$ cat config.mk
export PLATFORM = sky130hd
export DESIGN_NAME = fft_peak_tracker
export DESIGN_NICKNAME = d
export VERILOG_FILES = /design/src/rtl/fft_peak_tracker.sv
export SDC_FILE = /design/constraint.sdc
export NUM_CORES = 1
export LEC_CHECK = 0
export ABC_AREA = 0
export CELL_PAD_IN_SITES_DETAIL_PLACEMENT = 1
export CELL_PAD_IN_SITES_GLOBAL_PLACEMENT = 1
export CORE_MARGIN = 3
export CORE_UTILIZATION = 30
export CTS_BUF_LIST = sky130_fd_sc_hd__clkbuf_8
export DETAILED_ROUTE_END_ITERATION = 7
export PLACE_DENSITY = 0.7
export SLEW_MARGIN = 20
export SYNTH_ARGS = -nofsm -noshare
export SYNTH_HDL_FRONTEND = slang
export SYNTH_SLANG_ARGS = --single-unit
export TNS_END_PERCENT = 10
$ cat constraint.sdc
create_clock -name clk -period 10.01 [get_ports clk]
set_input_delay 3.003 -clock clk [delete_from_list [all_inputs] [get_ports clk]]
set_output_delay 3.003 -clock clk [all_outputs]
set_load 0.05 [all_outputs]
$ cat src/rtl/fft_peak_tracker.sv
// Post-FFT peak tracker: sweeps the FFT read port once per frame and keeps a sorted list of the
// strongest bins. It also reports the top bin as a frequency and flags a steady dominant bin.
module fft_peak_tracker #(
  parameter int unsigned BIT_WIDTH     = 16,
  parameter int unsigned N             = 9,
  parameter int unsigned FFT_SIZE      = 512,
  parameter int unsigned FS            = 48000,
  parameter int unsigned NPEAKS        = 2,
  parameter int unsigned MIN_BIN       = 1,
  parameter int unsigned THRESH        = 64,
  parameter int unsigned STABLE_FRAMES = 3
) (
  input  logic                            clk,
  input  logic                            reset,
  input  logic                            fft_done,
  input  logic [2*BIT_WIDTH-1:0]          fft_result,
  output logic [N-1:0]                    add_rd,
  output logic                            busy,
  output logic                            peak_valid,
  output logic [2:0]                      peak_count,
  output logic [NPEAKS*N-1:0]             peak_bin,
  output logic [NPEAKS*(BIT_WIDTH+1)-1:0] peak_mag,
  output logic [BIT_WIDTH:0]              frequency,
  output logic                            stable
);

  localparam int unsigned MW      = BIT_WIDTH + 1;
  localparam int unsigned LastBin = FFT_SIZE / 2 - 1;
  localparam int unsigned CntW    = $clog2(STABLE_FRAMES + 1);
  localparam int unsigned PW      = N + 16;

  typedef enum logic [2:0] {StIdle, StScan, StDrain, StCalc, StReport} state_e;

  state_e          state_q, state_d;
  logic [N-1:0]    addr_q, addr_d;
  logic [N-1:0]    bin_q;
  logic            rd_vld_q;

  logic [N-1:0]    wbin_q [NPEAKS];
  logic [N-1:0]    wbin_d [NPEAKS];
  logic [MW-1:0]   wmag_q [NPEAKS];
  logic [MW-1:0]   wmag_d [NPEAKS];
  logic [2:0]      wcnt_q, wcnt_d;

  logic [2:0]                 pcnt_q, pcnt_d;
  logic [NPEAKS*N-1:0]        pbin_q, pbin_d;
  logic [NPEAKS*MW-1:0]       pmag_q, pmag_d;
  logic [MW-1:0]              freq_q, freq_d;
  logic                       stable_q, stable_d;
  logic [CntW-1:0]            stab_q, stab_d;
  logic [N-1:0]               prev_bin_q, prev_bin_d;
  logic                       prev_vld_q, prev_vld_d;

  logic [BIT_WIDTH-1:0] re, im;
  logic [MW-1:0]        abs_re, abs_im, mag;
  logic                 ins_hit, ins_en;
  int                   ins_pos;
  logic [PW-1:0]        prod;

  assign re = fft_result[2*BIT_WIDTH-1:BIT_WIDTH];
  assign im = fft_result[BIT_WIDTH-1:0];

  // Widen by one bit before negating so -2^(BIT_WIDTH-1) yields its exact magnitude.
  always_comb begin
    abs_re = re[BIT_WIDTH-1] ? (MW'(0) - {re[BIT_WIDTH-1], re}) : {1'b0, re};
    abs_im = im[BIT_WIDTH-1] ? (MW'(0) - {im[BIT_WIDTH-1], im}) : {1'b0, im};
    mag    = abs_re + abs_im;
  end

  // First slot that is empty or strictly weaker; equal magnitudes keep the earlier bin ahead.
  always_comb begin
    ins_hit = 1'b0;
    ins_pos = NPEAKS;
    for (int k = 0; k < NPEAKS; k++) begin
      if (!ins_hit && ((3'(k) >= wcnt_q) || (mag > wmag_q[k]))) begin
        ins_hit = 1'b1;
        ins_pos = k;
      end
    end
    ins_en = rd_vld_q && (mag >= MW'(THRESH)) && ins_hit;
  end

  always_comb begin
    state_d = state_q;
    addr_d  = addr_q;
    wbin_d  = wbin_q;
    wmag_d  = wmag_q;
    wcnt_d  = wcnt_q;

    if (ins_en) begin
      for (int j = 1; j < NPEAKS; j++) begin
        if (j > ins_pos) begin
          wbin_d[j] = wbin_q[j-1];
          wmag_d[j] = wmag_q[j-1];
        end
      end
      for (int j = 0; j < NPEAKS; j++) begin
        if (j == ins_pos) begin
          wbin_d[j] = bin_q;
          wmag_d[j] = mag;
        end
      end
      if (wcnt_q < 3'(NPEAKS)) wcnt_d = wcnt_q + 3'd1;
    end

    unique case (state_q)
      StIdle: begin
        if (fft_done) begin
          state_d = StScan;
          addr_d  = N'(MIN_BIN);
          wcnt_d  = '0;
          for (int j = 0; j < NPEAKS; j++) begin
            wbin_d[j] = '0;
            wmag_d[j] = '0;
          end
        end
      end
      StScan: begin
        addr_d = addr_q + 1'b1;
        if (addr_q == N'(LastBin)) state_d = StDrain;
      end
      StDrain:  state_d = StCalc;
      StCalc:   state_d = StReport;
      StReport: state_d = StIdle;
      default:  state_d = StIdle;
    endcase
  end

  // Published results are loaded on the CALC->REPORT edge so they are visible with peak_valid.
  always_comb begin
    pcnt_d     = pcnt_q;
    pbin_d     = pbin_q;
    pmag_d     = pmag_q;
    freq_d     = freq_q;
    stable_d   = stable_q;
    stab_d     = stab_q;
    prev_bin_d = prev_bin_q;
    prev_vld_d = prev_vld_q;
    prod       = PW'(wbin_q[0]) * PW'(FS);

    if (state_q == StCalc) begin
      for (int k = 0; k < NPEAKS; k++) begin
        pbin_d[k*N +: N]   = wbin_q[k];
        pmag_d[k*MW +: MW] = wmag_q[k];
      end
      pcnt_d = wcnt_q;
      freq_d = (wcnt_q == 3'd0) ? '0 : MW'(prod >> N);
      if (wcnt_q == 3'd0) begin
        stab_d = '0;
      end else if (prev_vld_q && (wbin_q[0] == prev_bin_q)) begin
        stab_d = (stab_q == CntW'(STABLE_FRAMES)) ? stab_q : stab_q + 1'b1;
      end else begin
        stab_d = CntW'(1);
      end
      stable_d   = (stab_d == CntW'(STABLE_FRAMES));
      prev_bin_d = wbin_q[0];
      prev_vld_d = (wcnt_q != 3'd0);
    end
  end

  always_ff @(posedge clk) begin
    if (!reset) begin
      state_q    <= StIdle;
      addr_q     <= '0;
      bin_q      <= '0;
      rd_vld_q   <= 1'b0;
      wcnt_q     <= '0;
      for (int k = 0; k < NPEAKS; k++) begin
        wbin_q[k] <= '0;
        wmag_q[k] <= '0;
      end
      pcnt_q     <= '0;
      pbin_q     <= '0;
      pmag_q     <= '0;
      freq_q     <= '0;
      stable_q   <= 1'b0;
      stab_q     <= '0;
      prev_bin_q <= '0;
      prev_vld_q <= 1'b0;
    end else begin
      state_q    <= state_d;
      addr_q     <= addr_d;
      bin_q      <= addr_q;
      rd_vld_q   <= (state_q == StScan);
      wcnt_q     <= wcnt_d;
      wbin_q     <= wbin_d;
      wmag_q     <= wmag_d;
      pcnt_q     <= pcnt_d;
      pbin_q     <= pbin_d;
      pmag_q     <= pmag_d;
      freq_q     <= freq_d;
      stable_q   <= stable_d;
      stab_q     <= stab_d;
      prev_bin_q <= prev_bin_d;
      prev_vld_q <= prev_vld_d;
    end
  end

  assign add_rd     = (state_q == StScan) ? addr_q : '0;
  assign busy       = (state_q != StIdle);
  assign peak_valid = (state_q == StReport);
  assign peak_count = pcnt_q;
  assign peak_bin   = pbin_q;
  assign peak_mag   = pmag_q;
  assign frequency  = freq_q;
  assign stable     = stable_q;

endmodule
Yosys cells after proc, flatten, opt, wreduce, memory -nomap -nowiden:

Cells that the tools add are included.

* register bits after elaboration: 162
* word-level logic and storage cells: 90
* input port bits: 35
* latch bits: 0
* memories: 0
* RAM bits: 0
* bits in read-only memories: 0
* output and inout port bits: 84

* multiplexer cells: 33
* divide/modulo/power cells: 0
* multipliers: 1
* magnitude comparators: 7
* bitwise logic cells: 0
* eq/ne operators: 11
* shifts and indexed selects: 0
* add/sub/neg operators: 6
* reductions and logical operators: 15

Operators by type and width (count)
* two-way mux 34 bit: 3
* two-way mux 17 bit: 5
* two-way mux 18 bit: 3
* two-way mux 9 bit: 5
* greater-than comparator 17 bit: 2
* subtractor 1 x 16 -> 17 bit, first input constant: 2
* == test 2 x 32 -> 1 bit, first input constant: 1
* greater-than comparator 2 x 32 -> 1 bit, first input constant: 1
* zero test 32 bit: 1
* two-way mux 32 bit: 1
* multiplier 9 x 9 -> 18 bit, second input constant: 1
* two-way mux 3 bit: 6
* case mux 9 bit (2 select lines): 1
* adder 17 bit: 1
* greater-or-equal comparator 17 x 7 -> 1 bit, second input constant: 1
* two-way mux 16 bit: 1
* case mux 3 bit (4 select lines): 1
* two-way mux 2 bit: 5
* adder 9 x 1 -> 9 bit, second input constant: 1
* == test 9 x 8 -> 1 bit, second input constant: 1
* == test 9 bit: 1
* == test 3 x 2 -> 1 bit, second input constant: 2
* greater-or-equal comparator 1 x 3 -> 1 bit, first input constant: 2
* zero test 3 bit: 2
* other kinds (14): 23

Logic depth before layout (Yosys ltp):

* depth after elaboration: 15
* gate-level depth with buffers: 25
* gate-level depth less buffers: 22

Worst setup path after synthesis:

OpenSTA, ideal clock, no wires.

* kind: input to register
* start point: input fft_result[4]
* end point: register wmag_q[13] (netlist bit)
* data required time: 9.929 ns
* stages: 21
* slack: 1.956 ns
* path buffers: 1
* setup time: 0.081 ns
* arrival time: 7.973 ns
* cell sequence: or4_1 > or2_2 > o41ai_1 > xnor2_1 > ha_1 > a21o_1 > a21oi_1 > o311ai_0 > o211a_1 > or2_2 > inv_1 > ha_1 > and2_0 > a221o_1 > a211oi_1 > a21oi_1 > or3_1 > nor2_2 > clkbuf_1 > a22oi_1 > a211oi_2

* longest elaborated chain between the ends: 15
* elaborated cells on any way between the ends: 23
* classes of those cells: 2 x add/sub; 4 x order compare; 1 x eq/ne; 10 x mux; 6 x reduce/logical

Ends and longest elaborated chain
* start, declared: RTL line 16 `input logic [2*BIT_WIDTH-1:0] fft_result,`
* subtractor 1 x 16 -> 17 bit: RTL line 66 `abs_im = im[BIT_WIDTH-1] ? (MW'(0) - {im[BIT_WIDTH-1], im}) : {1'b0, im};`
* two-way mux 17 bit *: RTL line 66
* adder 17 bit *: RTL line 67 `mag = abs_re + abs_im;`
* greater-than comparator 17 bit: RTL line 75 `if (!ins_hit && ((3'(k) >= wcnt_q) || (mag > wmag_q[k]))) begin`
* logical OR 1 bit: RTL line 75
* two-way mux 1 bit: RTL line 75
* zero test 1 bit: RTL line 75
* logical AND 1 bit: RTL line 75
* two-way mux 32 bit: RTL line 75
* greater-than comparator 2 x 32 -> 1 bit: RTL line 92 `if (j > ins_pos) begin`
* two-way mux 17 bit: RTL line 92
* two-way mux 17 bit: RTL line 98 `if (j == ins_pos) begin`
* two-way mux 34 bit *: RTL line 90 `if (ins_en) begin`
* two-way mux 34 bit: RTL line 108 `if (fft_done) begin`
* two-way mux 34 bit *: RTL line 106 `unique case (state_q)`
* end signal, assigned: RTL line 187 `wmag_q <= wmag_d;`
* end, declared: RTL line 41 `logic [MW-1:0] wmag_q [NPEAKS];`

Mark *: on every way between the ends. The rest lies on a longest branch, timed or not.
A chain may end at the register's enable or synchronous reset.

Worst setup path after layout:

* start point: input fft_result[0]
* end point: register wmag_q[11] (netlist bit)

Same word-level chain as after synthesis.

==> reports/results.ini <==
[placed_design]
portBuffers=117
dp_hpwl_um=24040
postPlaceCellArea_um2=12150
place.gp.congestion=0.8750
post-place-ws_ns=0.7619
dp_cells=1773

[critical_path]
cp_max_fo=16
critPathLaunchType=primary input
worstPathArrival_ns=9.22
r2r_slack_ns=5.26
criticalPathCategory=in -> reg
cp.required_ns=10.41
crit_path_end_kind=flip-flop

[floorplan]
die_area_um2=37510
coreArea_um2=34630
die_h_um=193.7
initial_utilization_pct=30.52
boundaryPins=119
die_w_um=193.7
num_rows=68

[logic_synthesis]
synth_seq_cells=152
seq_area_frac_synth_pct=28.79
netlist_instances=1251
synth-main-ff-cell=dfxtp_1
ys_async_sr_fraction_pct=0
yosysWarnings=0
syn-num-nets=1424
syn_area_um2=10570
synth-edff-count=0
ys_types=67
avgSynthCellArea_um2=8.447

[sta]
holdWs_ns=0.4666
rsz0062_at_grt=false
setup_viol=0
slew_viol_final=0
tns_ns=0
max_clock_freq_mhz=113.4
worstMarginPinSlew_ns=1.114
relSlewSlack_pct=25.71
finalHoldViolations=0
fin_ws_ns=1.190
clock_skew_ns=0.01684
period_share_pct=88.11
post-route-min-period_ns=8.820

[global_routing]
grt_pass1_wl_um=52830
grt_usage_pct=17.08
grt_max_degree=80
antenna_found_initial=0
grt.overflow.total=0
first_global_vias=9725

[detailed_routing]
route.detailed.drc=0
viasPerCell=5.120
drt_iter0_drc=521
num_vias=9236
wire_per_inst_um=17.69
ant_nets=0
dr.pass1.iters=5
wl_um=31910

[cts]
postCtsSetupRepairBufs=0
clk_latency_ns=0.47
clockBufferDepth=2
cts_resized=0
cts_tree=built
htree_levels=4
cts_sinks=152
cts-root-buf=clkbuf_8
hold_buffers=0
cts-buffers-inserted=17
clk_pin_slew_worst_paths_ns=0.09

[pwr]
pwr-share-clk_pct=33.8
intPower_mw=1.067
pwr-share-comb_pct=27.2
cellPowerDensity_nw_per_um2=127.3
ir_worst_vdd_uv=77.70
p_seq_share_pct=39.0
power.leakage_nw=4.887
p_sw_uw=535.3
sw_frac_of_total_pct=33.41

[layout]
multi_input_area_um2=6750
antennaDiodeCount=0
drive_gt1_share_pct=7.191
final_cell_mix=nand2_1, dfxtp_1, inv_1
nFillCells=4081
final_common_cell=nand2_1
syn_to_final_growth_pct=19.14
nets=1510
instances_no_fill=1804
seqCellArea_um2=3043
final_area_um2=12590

[status]
status=complete, no violations

[hold_path]
holdCritPathClass=reg -> reg

[job]
drv_cap=0

==> worst paths after layout <==
kind | from | depth (start not counted) | end
max reg2reg | wbin_q[14] | 14 | frequency[13]
min reg2reg | peak_mag[17] | 2 | peak_mag[17]
max | fft_result[0] | 24 | wmag_q[11]
min | peak_mag[17] | 2 | peak_mag[17]
==> through the flow <==
| stage | util, % | total power, mW |
|---|---|---|
| finish | 36.36 | 1.602 |
| global route | 36.36 | 1.695 |
| CTS | 36.36 | 1.614 |
| detailed placement | 35.09 | 1.065 |
| global placement | 35.09 | 1.051 |
| floorplan | - | 0.9322 |
==> logic make-up after synthesis <==
logic type	synth area share, %
AOI/OAI and AO/OA	23.31
xor gates and xnor gates	4.061
adders and majority gates	18.75
buffers and inverters	7.435
DFF	28.79
other	0.03549
and+or+nand+nor	17.61
==> cell type report <==
| cell class | instances | share of cell area [%] |
|---|---|---|
| well taps | 455 | 4.522 |
| clock buffers | 18 | 1.968 |
| flip-flops and latches | 152 | 24.17 |
| clock inverters | 13 | 1.520 |
| multi-input cells | 900 | 53.61 |
| inverters | 132 | 3.935 |
| repair buffers | 134 | 10.28 |
==> routing by layer <==
layer	global-route usage [%]	routed length (µm)	up-vias
met5	0	0	-
li1	-	-	4547
met1	24.40	16250	4522
met2	26.83	14110	137
met3	2.798	983	30
met4	4.554	568	0
==> power by group through the flow <==
stage	combinational, mW	clock [mW]	sequential [mW]
2_1_floorplan	0.299	0	0.633
3_3_place_gp	0.413	0	0.638
3_5_place_dp	0.427	0	0.638
4_1_cts	0.433	0.557	0.624
5_1_grt	0.485	0.584	0.626
6_report	0.436	0.542	0.624
==> Yosys cell counts, types with 13 or more instances <==
library cell | number | area (µm²)
a21oi_1 | 73 | 365.4
xor2_1 | 16 | 140.1
xnor2_1 | 33 | 289.0
o31ai_1 | 13 | 97.59
dfxtp_1 | 152 | 3043
nand4_1 | 25 | 156.4
a21boi_0 | 61 | 457.9
a211oi_1 | 15 | 112.6
a22oi_1 | 27 | 202.7
inv_1 | 132 | 495.5
clkbuf_1 | 48 | 180.2
nor2b_1 | 22 | 137.6
nor2_1 | 31 | 116.4
nor3_1 | 20 | 100.1
a211oi_2 | 16 | 200.2
and2_1 | 14 | 87.58
nand3_1 | 30 | 150.1
fa_1 | 34 | 680.7
o21ai_0 | 39 | 195.2
and3_1 | 16 | 100.1
a21o_1 | 17 | 127.6
nand2_1 | 158 | 593.1
ha_1 | 104 | 1301
==> worst max-delay path, stage by stage <==
cell and delay, ns:
clkdlybuf4s50_1 0.44, inv_1 0.09, nand2_1 0.07, or4_1 0.42, or2_2 0.34, o41ai_1 0.32
xnor2_1 0.12, ha_1 0.42, a21o_1 0.20, a21oi_1 0.29, o311ai_0 0.21, o211a_1 0.19
or2_2 0.31, inv_1 0.11, ha_1 0.25, and2_0 0.18, a221o_1 0.32, a211oi_1 0.27
a21oi_1 0.17, or3_1 0.68, buf_4 0.32, nor3_1 0.21, a21oi_1 0.08, a211oi_2 0.20
==> state kept, by name, summed over array words and instances (netlist names) <==
name / flops
rd_vld_q: 1
wmag_q: 34
peak_bin: 18
frequency: 16
wcnt_q: 3
bin_q: 9
wbin_q: 18
state_q: 3
stab_q: 2
peak_mag: 34
addr_q: 9
stable: 1
peak_count: 3
prev_vld_q: 1
No activity file was read; power rests on OpenSTA's default activity.
